### src/rtl/stream_pkg.sv
// Shared definitions for the stream coprocessor input and output stages.
package stream_pkg;
   localparam int DEF_SIZECOUNT = 12;
   localparam int DEF_DATAWIDTH = 32;
   localparam int DEF_FIFOLOG2  = 2;

   typedef enum logic [1:0] {
      ST_IDLE  = 2'd0,
      ST_RUN   = 2'd1,
      ST_DRAIN = 2'd2,
      ST_DONE  = 2'd3
   } state_t;
endpackage

### src/rtl/out_fifo.sv
// Show-ahead elastic FIFO with registered full/empty flags.
// A push while full is taken only when a pop frees a slot in the same cycle.
module out_fifo #(
   parameter int DATAWIDTH = 32,
   parameter int FIFOLOG2  = 2
) (
   input  logic                 clk,
   input  logic                 rst,
   input  logic                 flush_i,
   input  logic                 push_i,
   input  logic [DATAWIDTH-1:0] data_i,
   input  logic                 pop_i,
   output logic [DATAWIDTH-1:0] head_o,
   output logic                 full_o,
   output logic                 empty_o
);
   localparam int DEPTH = 1 << FIFOLOG2;
   localparam logic [FIFOLOG2-1:0] PTR_ONE   = FIFOLOG2'(1);
   localparam logic [FIFOLOG2:0]   CNT_ONE   = (FIFOLOG2 + 1)'(1);
   localparam logic [FIFOLOG2:0]   CNT_DEPTH = (FIFOLOG2 + 1)'(DEPTH);

   logic [DATAWIDTH-1:0] mem_q [DEPTH];
   logic [FIFOLOG2-1:0]  wr_ptr_q, wr_ptr_d;
   logic [FIFOLOG2-1:0]  rd_ptr_q, rd_ptr_d;
   logic [FIFOLOG2:0]    cnt_q, cnt_d;
   logic                 full_q, full_d;
   logic                 empty_q, empty_d;
   logic                 do_push_s, do_pop_s;

   // Pointer/occupancy next state; flush wins over any push or pop.
   always_comb begin
      do_pop_s  = pop_i && !empty_q;
      do_push_s = push_i && (!full_q || do_pop_s);
      wr_ptr_d  = wr_ptr_q;
      rd_ptr_d  = rd_ptr_q;
      cnt_d     = cnt_q;
      if (flush_i) begin
         wr_ptr_d = '0;
         rd_ptr_d = '0;
         cnt_d    = '0;
      end else begin
         if (do_push_s) begin
            wr_ptr_d = wr_ptr_q + PTR_ONE;
         end else begin
            wr_ptr_d = wr_ptr_q;
         end
         if (do_pop_s) begin
            rd_ptr_d = rd_ptr_q + PTR_ONE;
         end else begin
            rd_ptr_d = rd_ptr_q;
         end
         case ({do_push_s, do_pop_s})
            2'b10:   cnt_d = cnt_q + CNT_ONE;
            2'b01:   cnt_d = cnt_q - CNT_ONE;
            default: cnt_d = cnt_q;
         endcase
      end
      full_d  = (cnt_d == CNT_DEPTH);
      empty_d = (cnt_d == '0);
   end

   // Pointer, occupancy and flag registers.
   always_ff @(posedge clk or posedge rst) begin
      if (rst) begin
         wr_ptr_q <= '0;
         rd_ptr_q <= '0;
         cnt_q    <= '0;
         full_q   <= 1'b0;
         empty_q  <= 1'b1;
      end else begin
         wr_ptr_q <= wr_ptr_d;
         rd_ptr_q <= rd_ptr_d;
         cnt_q    <= cnt_d;
         full_q   <= full_d;
         empty_q  <= empty_d;
      end
   end

   // Storage; cleared on reset so the head reads zero until the first push.
   always_ff @(posedge clk or posedge rst) begin
      if (rst) begin
         for (int i = 0; i < DEPTH; i++) begin
            mem_q[i] <= '0;
         end
      end else if (do_push_s && !flush_i) begin
         mem_q[wr_ptr_q] <= data_i;
      end
   end

   assign head_o  = mem_q[rd_ptr_q];
   assign full_o  = full_q;
   assign empty_o = empty_q;
endmodule

### src/rtl/back_end.sv
// Output stage: takes exactly `size` datapath tokens per run through a small
// FIFO and writes them to the FSL master port, tagging the last word.
module back_end
   import stream_pkg::*;
#(
   parameter int SIZECOUNT = DEF_SIZECOUNT,
   parameter int DATAWIDTH = DEF_DATAWIDTH,
   parameter int FIFOLOG2  = DEF_FIFOLOG2
) (
   input  logic                 clk,
   input  logic                 rst,
   input  logic                 start,
   input  logic                 clear,
   input  logic [SIZECOUNT-1:0] size,
   input  logic [DATAWIDTH-1:0] OUT_data,
   input  logic                 OUT_send,
   output logic                 IN_rdy,
   output logic [DATAWIDTH-1:0] FSL_M_DATA,
   output logic                 FSL_M_WRITE,
   output logic                 FSL_M_CONTROL,
   input  logic                 FSL_M_FULL,
   output logic                 done
);
   localparam logic [SIZECOUNT-1:0] CNT_ONE = SIZECOUNT'(1);

   state_t               state_q, state_d;
   logic [SIZECOUNT-1:0] size_q, size_d;
   logic [SIZECOUNT-1:0] acc_cnt_q, acc_cnt_d;
   logic [SIZECOUNT-1:0] wr_cnt_q, wr_cnt_d;
   logic                 in_rdy_s, wr_s, accept_s;
   logic                 fifo_full_s, fifo_empty_s;
   logic [DATAWIDTH-1:0] fifo_head_s;

   out_fifo #(
      .DATAWIDTH (DATAWIDTH),
      .FIFOLOG2  (FIFOLOG2)
   ) u_fifo (
      .clk     (clk),
      .rst     (rst),
      .flush_i (clear),
      .push_i  (accept_s),
      .data_i  (OUT_data),
      .pop_i   (wr_s),
      .head_o  (fifo_head_s),
      .full_o  (fifo_full_s),
      .empty_o (fifo_empty_s)
   );

   // Handshakes depend only on registered state and FSL_M_FULL, never on OUT_send.
   always_comb begin
      in_rdy_s = 1'b0;
      wr_s     = 1'b0;
      case (state_q)
         ST_RUN: begin
            in_rdy_s = !fifo_full_s && (acc_cnt_q < size_q);
            wr_s     = !fifo_empty_s && !FSL_M_FULL;
         end
         ST_DRAIN: begin
            in_rdy_s = 1'b0;
            wr_s     = !fifo_empty_s && !FSL_M_FULL;
         end
         default: begin
            in_rdy_s = 1'b0;
            wr_s     = 1'b0;
         end
      endcase
      accept_s = OUT_send && in_rdy_s;
   end

   // FSM and counter next state; clear overrides everything else.
   always_comb begin
      state_d   = state_q;
      size_d    = size_q;
      acc_cnt_d = acc_cnt_q;
      wr_cnt_d  = wr_cnt_q;
      if (clear) begin
         state_d   = ST_IDLE;
         acc_cnt_d = '0;
         wr_cnt_d  = '0;
      end else begin
         if (accept_s) begin
            acc_cnt_d = acc_cnt_q + CNT_ONE;
         end else begin
            acc_cnt_d = acc_cnt_q;
         end
         if (wr_s) begin
            wr_cnt_d = wr_cnt_q + CNT_ONE;
         end else begin
            wr_cnt_d = wr_cnt_q;
         end
         case (state_q)
            ST_IDLE: begin
               if (start) begin
                  size_d    = size;
                  acc_cnt_d = '0;
                  wr_cnt_d  = '0;
                  state_d   = (size == '0) ? ST_DONE : ST_RUN;
               end else begin
                  state_d = ST_IDLE;
               end
            end
            ST_RUN: begin
               if (acc_cnt_d == size_q) begin
                  state_d = ST_DRAIN;
               end else begin
                  state_d = ST_RUN;
               end
            end
            ST_DRAIN: begin
               if (wr_cnt_d == size_q) begin
                  state_d = ST_DONE;
               end else begin
                  state_d = ST_DRAIN;
               end
            end
            ST_DONE: state_d = ST_IDLE;
            default: state_d = ST_IDLE;
         endcase
      end
   end

   // State and counter registers.
   always_ff @(posedge clk or posedge rst) begin
      if (rst) begin
         state_q   <= ST_IDLE;
         size_q    <= '0;
         acc_cnt_q <= '0;
         wr_cnt_q  <= '0;
      end else begin
         state_q   <= state_d;
         size_q    <= size_d;
         acc_cnt_q <= acc_cnt_d;
         wr_cnt_q  <= wr_cnt_d;
      end
   end

   assign IN_rdy        = in_rdy_s;
   assign FSL_M_WRITE   = wr_s;
   assign FSL_M_DATA    = fifo_head_s;
   assign FSL_M_CONTROL = wr_s && (wr_cnt_q == (size_q - CNT_ONE));
   assign done          = (state_q == ST_DONE);
endmodule

### config.mk
export PLATFORM = sky130hd
export DESIGN_NAME = back_end
export DESIGN_NICKNAME = d
export VERILOG_FILES = /design/src/rtl/stream_pkg.sv /design/src/rtl/out_fifo.sv /design/src/rtl/back_end.sv
export SDC_FILE = /design/constraint.sdc
export NUM_CORES = 1
export LEC_CHECK = 0
export ABC_CLOCK_PERIOD_IN_PS = 9400
export CAP_MARGIN = 25
export CORE_UTILIZATION = 65
export CTS_CLUSTER_SIZE = 24
export DETAILED_ROUTE_END_ITERATION = 8
export DONT_BUFFER_PORTS = 1
export PLACE_DENSITY = 0.86
export SKIP_CTS_REPAIR_TIMING = 1
export SLEW_MARGIN = 20
export SYNTH_ARGS = -nofsm -noshare
export SYNTH_HDL_FRONTEND = slang
export SYNTH_SLANG_ARGS = --single-unit
### constraint.sdc
create_clock -name clk -period 9.4 [get_ports clk]
set_input_delay 0.94 -clock clk [delete_from_list [all_inputs] [get_ports clk]]
set_output_delay 0.94 -clock clk [all_outputs]
set_load 0.01 [all_outputs]
# Yosys cells after proc, flatten, opt, wreduce, memory -nomap -nowiden
# Cells that the tools add are included.
# word_totals
regBits	175
in_bits	50
wordCells	86
# op_classes
n_addsub	7
magnitude_cmp	4
eq_ne	9
muxes	30
bitwise_logic	3
reduce_logical	20
# op_table
op	count
128-bit bitwise mux	1
12-bit 2-to-1 mux	10
32-bit 2-to-1 mux	3
32-bit binary-select mux with 2-bit select	1
32-bit demux with 2-bit select	1
12-bit equality test	3
12-bit by 1-bit adder with 12-bit output (second input constant)	2
2-bit 2-to-1 mux	8
12-bit zero test	1
12-bit < comparator	1
12-bit by 1-bit subtractor with 12-bit output (second input constant)	1
1-bit logical AND	8
2-bit one-hot mux with 4 select lines	1
2-bit equality test (second input constant)	3
3-bit >= comparator (second input constant)	2
2-bit inverter with 3-bit output	2
3-bit one-hot mux with 2 select lines	1
2-bit by 1-bit adder with 2-bit output (second input constant)	2
2-bit by 1-bit equality test with 1-bit output (second input constant)	2
1-bit zero test	4
2-bit nonzero test	2
3-bit by 1-bit adder with 3-bit output (second input constant)	1
3-bit equality test (second input constant)	1
3-bit zero test	1
9 further kinds	11

# Depth between registers and ports, before layout
# depth
depth_word	10
ltp_mapped	16

# By module
# A second synthesis with hierarchy kept.
# unflattened
cells_unflattened	743
hier_area_um2	9317.7
# modules_own_cells
mod	n_inst	cells_per_inst	area_per_inst_um2	seq_area_each_um2
out_fifo	1	358	6087.1	3429.5
back_end	1	385	3230.6	950.9

# Worst setup path before layout
# OpenSTA, ideal clock, no wires.
# synth_timing
kind	register to register
startpoint	reg size_q[9]
endpoint	reg u_fifo.empty_q (netlist: u_fifo.empty_o)
arrival_ns	3.133
required_ns	9.332
path_slack_ns	6.200
path_stages_with_launch	16
n_path_buf	2
synth_period_minus_slack_ns	3.200
path_cell_list	dfrtp_1 > clkbuf_1 > inv_1 > ha_1 > and4_1 > a211oi_2 > and3_1 > buf_4 > inv_2 > ha_1 > fa_1 > xnor2_1 > nor2_1 > xnor2_1 > nor2_1 > nor2_1
# synth_via
elab_chain_cells	9
word_cells_on_any_way	10
# synth_lines
element	line	rtl
from (decl)	back_end.sv:27	logic [SIZECOUNT-1:0] size_q, size_d;
from (signal assigned)	back_end.sv:131	size_q <= size_d;
12-bit < comparator *	back_end.sv:55	in_rdy_s = !fifo_full_s && (acc_cnt_q < size_q);
1-bit logical AND *	back_end.sv:55	
1-bit 2-to-1 mux *	back_end.sv:53	case (state_q)
1-bit logical AND *	back_end.sv:67	accept_s = OUT_send && in_rdy_s;
1-bit logical AND *	out_fifo.sv:33	do_push_s = push_i && (!full_q || do_pop_s);
2-bit by 1-bit equality test with 1-bit output or 2-bit equality test (tied branches)	out_fifo.sv:52	case ({do_push_s, do_pop_s})
3-bit one-hot mux with 2 select lines *	out_fifo.sv:52	
3-bit 2-to-1 mux *	out_fifo.sv:37	if (flush_i) begin
net u_fifo.cnt_d[2]	out_fifo.sv:25	logic [FIFOLOG2:0] cnt_q, cnt_d;
3-bit zero test *	out_fifo.sv:59	empty_d = (cnt_d == '0);
net u_fifo.empty_d	out_fifo.sv:27	logic empty_q, empty_d;
to (signal assigned)	out_fifo.sv:75	empty_q <= empty_d;
to (decl)	out_fifo.sv:27	
# Mark *: on every way through the listed nets, which the timed path passes. The rest lies on a longest branch.
# A chain may end at the register's enable or synchronous reset.

# Final worst setup path
# layout_timing
startpoint	reg size_q[5]
endpoint	reg u_fifo.empty_q (netlist: u_fifo.empty_o)
# Same word-level chain as after synthesis.

==> insert_results.sql <==
INSERT INTO impl_metrics (metric_group, metric, value, unit) VALUES
('run_status', 'run_status', 'finished clean', ''),
('critical_path', 'path_class', 'reg2reg', ''),
('global_route', 'gr-usage-all-layers', '0.3046', ''),
('power', 'combinationalPowerShare', '0.143', ''),
('clock_network', 'clock_tree.root_cell', 'sky130_fd_sc_hd__clkbuf_16', ''),
('clock_network', 'clock_buffer_count_from_cts', '17', ''),
('critical_path', 'cpMaxStageDelayCell', 'sky130_fd_sc_hd__a211oi_2', ''),
('synthesis', 'synth_top_flop_cell', 'sky130_fd_sc_hd__dfrtp_1', ''),
('synthesis', 'synthesized_netlist_net_count', '793', ''),
('critical_path', 'path_cells', 'inv_1 -> ha_1 -> a21oi_1 -> o21ai_1 -> a211oi_2 -> and3_1 -> inv_2 -> ha_1 -> fa_1 -> xnor2_1 -> nor2_1 -> xnor2_1 -> nor2_1 -> nor2_1', ''),
('die', 'die_height', '120.1', 'µm'),
('die', 'floorplan.io_pins', '86', ''),
('synthesis', 'synth_top_family_by_area', 'multiplexers', ''),
('sta', 'rsz_0062_raised_after_global_routing', 'no', ''),
('synthesis', 'synthCells', '719', ''),
('sta', 'slew_headroom', '0.3223', ''),
('synthesis', 'fraction_of_synthesized_cell_area_in_xor_and_xnor_cells', '0.06084', ''),
('power', 'p_int', '1.505', 'mW'),
('critical_path', 'worstPathBufferInverterCount', '2', ''),
('power', 'vdd_ir_drop_max', '0.1411', 'mV'),
('power', 'ratio_of_total_power_to_cell_area', '204.4', 'mW/mm²'),
('synthesis', 'synth_edf_count', '0', ''),
('critical_path', 'worst-path-max-fanout', '9', ''),
('clock_network', 'cts_tree', 'yes', ''),
('global_route', 'grt_start_max_net_pins', '109', ''),
('critical_path', 'critical-path-max-stage-delay', '0.55', 'ns'),
('cells_and_area', 'multi_input_comb_area', '0.004418', 'mm²'),
('synthesis', 'yosys_warnings', '0', ''),
('place', 'buffer_ports.inserted', '0', ''),
('clock_network', 'worst_setup_hold_path_clk_slew', '0.07', 'ns'),
('cells_and_area', 'layout.nets', '778', ''),
('clock_network', 'cts_buffer_depth', '2', ''),
('critical_path', 'critPathTopFamily', 'adder cells', ''),
('sta', 'fmax', '258.7', 'MHz'),
('sta', 'slew_violations', '0', ''),
('synthesis', 'yosysUniqueCellTypes', '62', ''),
('power', 'static-leakage-power', '4.470', 'nW'),
('sta', 'totalNegativeSetupSlack', '0', 'ns'),
('die', 'die_x', '120.1', 'µm'),
('cells_and_area', 'drive_gt1_frac', '0.2957', ''),
('synthesis', 'synthSimpleGateAreaFrac', '0.09063', ''),
('min_path', 'worstHoldPathType', 'in2async', ''),
('synthesis', 'synth.yosys.seq_area_share', '0.4830', ''),
('detailed_routing', 'detail_route.wl_per_cell', '22.77', 'µm'),
('clock_network', 'clock_insertion_delay_worst_skew', '0.44', 'ns'),
('critical_path', 'cp_data_required_time', '9.77', 'ns'),
('sta', 'clock_skew', '0.008372', 'ns'),
('synthesis', 'compound_cell_area_share_of_the_yosys_netlist', '0.04511', ''),
('sta', 'final-setup-viol-count', '0', ''),
('clock_network', 'cts_max_level', '4', ''),
('cells_and_area', 'postLayoutCoreUtil', '0.7388', ''),
('detailed_routing', 'drt_drc_violations_left', '0', ''),
('synthesis', 'postSynthRegisterBits', '175', ''),
('power', 'power.sequential.fraction', '0.440', ''),
('global_route', 'grt_pass1_wl', '33030', 'µm'),
('detailed_routing', 'vias_per_cell', '6.440', ''),
('power', 'clockPowerShare', '0.417', ''),
('run', 'max_cap_viol_count', '0', ''),
('sta', 'period_needed', '3.865', 'ns'),
('die', 'row_count', '42', ''),
('clock_network', 'numClockSinks', '175', ''),
('sta', 'max_slew.worst_pin.slew', '1.017', 'ns'),
('die', 'floorplan.die_area', '0.01443', 'mm²'),
('sta', 'finalHoldViolCount', '0', ''),
('place', 'place.gp.congestion', '0.9056', ''),
('cells_and_area', 'syn_to_final_growth', '9.160', '%'),
('power', 'net-switching-power', '0.5188', 'mW'),
('synthesis', 'muxShareOfSynthArea', '0.2566', ''),
('critical_path', 'setup.worst_path.end_class', 'flop', ''),
('sta', 'period_share', '0.4112', ''),
('detailed_routing', 'detailroute.via_count', '5751', '');
registers in the layout, summed over array words and instances (netlist names):
register         flops
state_q              2
u_fifo.mem_q       128
u_fifo.empty_o       1
wr_cnt_q            12
u_fifo.wr_ptr_q      2
size_q              12
u_fifo.full_o        1
acc_cnt_q           12
u_fifo.rd_ptr_q      2
u_fifo.cnt_q         3
routing by layer:
metal  part of all wire  up-vias  global-route usage
li1                   -     2578                   -
met3              0.059       37             0.06702
met5                  0        -                   0
met4              0.021        0              0.1313
met2               0.52      183              0.5108
met1               0.40     2953              0.3801
worst paths after layout:
| kind | start | endpoint | slack, ns | cells after the start |
|---|---|---|---|---|
| worst max-delay path | size_q[5]$_DFFE_PP0P_ | u_fifo.empty_o$_DFF_PP1_ | 5.53 | 14 |
| worst min-delay path | rst | wr_cnt_q[1]$_DFF_PP0_ | 0.32 | 1 |
| worst max register to register | size_q[5]$_DFFE_PP0P_ | u_fifo.empty_o$_DFF_PP1_ | 5.53 | 14 |
| worst min register to register | u_fifo.mem_q[7]$_DFFE_PP0P_ | u_fifo.mem_q[7]$_DFFE_PP0P_ | 0.49 | 1 |
| max in group asynchronous | rst | u_fifo.mem_q[102]$_DFFE_PP0P_ | 7.55 | 3 |
| min in group clk | u_fifo.mem_q[7]$_DFFE_PP0P_ | u_fifo.mem_q[7]$_DFFE_PP0P_ | 0.49 | 1 |
stage by stage:
| step | worst slack, ns | instance area (µm²) | instances | hold WS (ns) |
|---|---|---|---|---|
| 2_1_floorplan | 3.716 | 9070 | 719 | 0.4589 |
| 3_3_place_gp | 5.656 | 9153 | 859 | 0.4678 |
| 3_5_place_dp | 5.549 | 9153 | 859 | 0.4775 |
| 4_1_cts | 5.359 | 9866 | 891 | 0.4964 |
| 5_1_grt | 5.184 | 9901 | 893 | 0.3415 |
| 6_report | 5.535 | 9901 | 893 | 0.3240 |
power by group through the flow:
stage,Combinational [mW],Sequential (mW),Clock [mW]
3_3_place_gp,0.272,0.890,0
3_5_place_dp,0.285,0.900,0
2_1_floorplan,0.248,0.867,0
6_report,0.289,0.890,0.845
4_1_cts,0.290,0.888,0.855
5_1_grt,0.312,0.898,0.882
cell families (layout without fill, tap and decap cells):
logic type	count (synthesis)	after routing
muxes	175	175
DFF	175	175
and+or+nand+nor	161	161
xor gates and xnor gates	63	63
buffers and inverters	63	61
AOI/OAI and AO/OA	58	58
adders and majority gates	24	24
cell usage in the layout, fill, tap and decap left out, types with 3 or more instances in the layout:
cell type and instances:
sky130_fd_sc_hd__buf_4 8, sky130_fd_sc_hd__xor2_1 27, sky130_fd_sc_hd__nor4_1 7, sky130_fd_sc_hd__a31oi_1 3, sky130_fd_sc_hd__inv_6 4, sky130_fd_sc_hd__mux2_1 15
sky130_fd_sc_hd__xnor2_1 36, sky130_fd_sc_hd__ha_1 23, sky130_fd_sc_hd__o31ai_1 3, sky130_fd_sc_hd__a21oi_1 17, sky130_fd_sc_hd__inv_1 18, sky130_fd_sc_hd__nor2_1 44
sky130_fd_sc_hd__nand3_1 16, sky130_fd_sc_hd__nand2_1 34, sky130_fd_sc_hd__and4_1 4, sky130_fd_sc_hd__mux4_2 32, sky130_fd_sc_hd__clkbuf_16 17, sky130_fd_sc_hd__mux2i_1 3
sky130_fd_sc_hd__mux2_2 125, sky130_fd_sc_hd__bufinv_16 7, sky130_fd_sc_hd__nand4_1 12, sky130_fd_sc_hd__nor3_1 10, sky130_fd_sc_hd__o21ai_0 6, sky130_fd_sc_hd__clkinv_4 3
sky130_fd_sc_hd__and2_1 5, sky130_fd_sc_hd__a211o_1 4, sky130_fd_sc_hd__dfrtp_1 173, sky130_fd_sc_hd__nand2b_1 4, sky130_fd_sc_hd__and3_1 9
synthesized netlist by cell type, drive strengths merged (9+ instances only):
master    n  share of area
a21oi    18          0.010
and3      9         0.0062
buf      23          0.013
clkbuf   20         0.0083
dfrtp   174           0.48
ha       23          0.032
inv      20         0.0083
mux2    140           0.17
mux4     32          0.079
nand2    34          0.014
nand3    16         0.0088
nand4    12         0.0083
nor2     45          0.019
nor3     10         0.0055
xnor2    36          0.035
xor2     27          0.026
area by class of cell:
class | instances | area share
inverter | 20 | 0.008088
clock inverter | 14 | 0.02768
clock buffer | 18 | 0.04436
timing repair buffer | 9 | 0.008846
multi-input combinational | 481 | 0.4462
tap | 176 | 0.02224
sequential | 175 | 0.4426
Note: power is estimated with default switching activity, not from simulation.
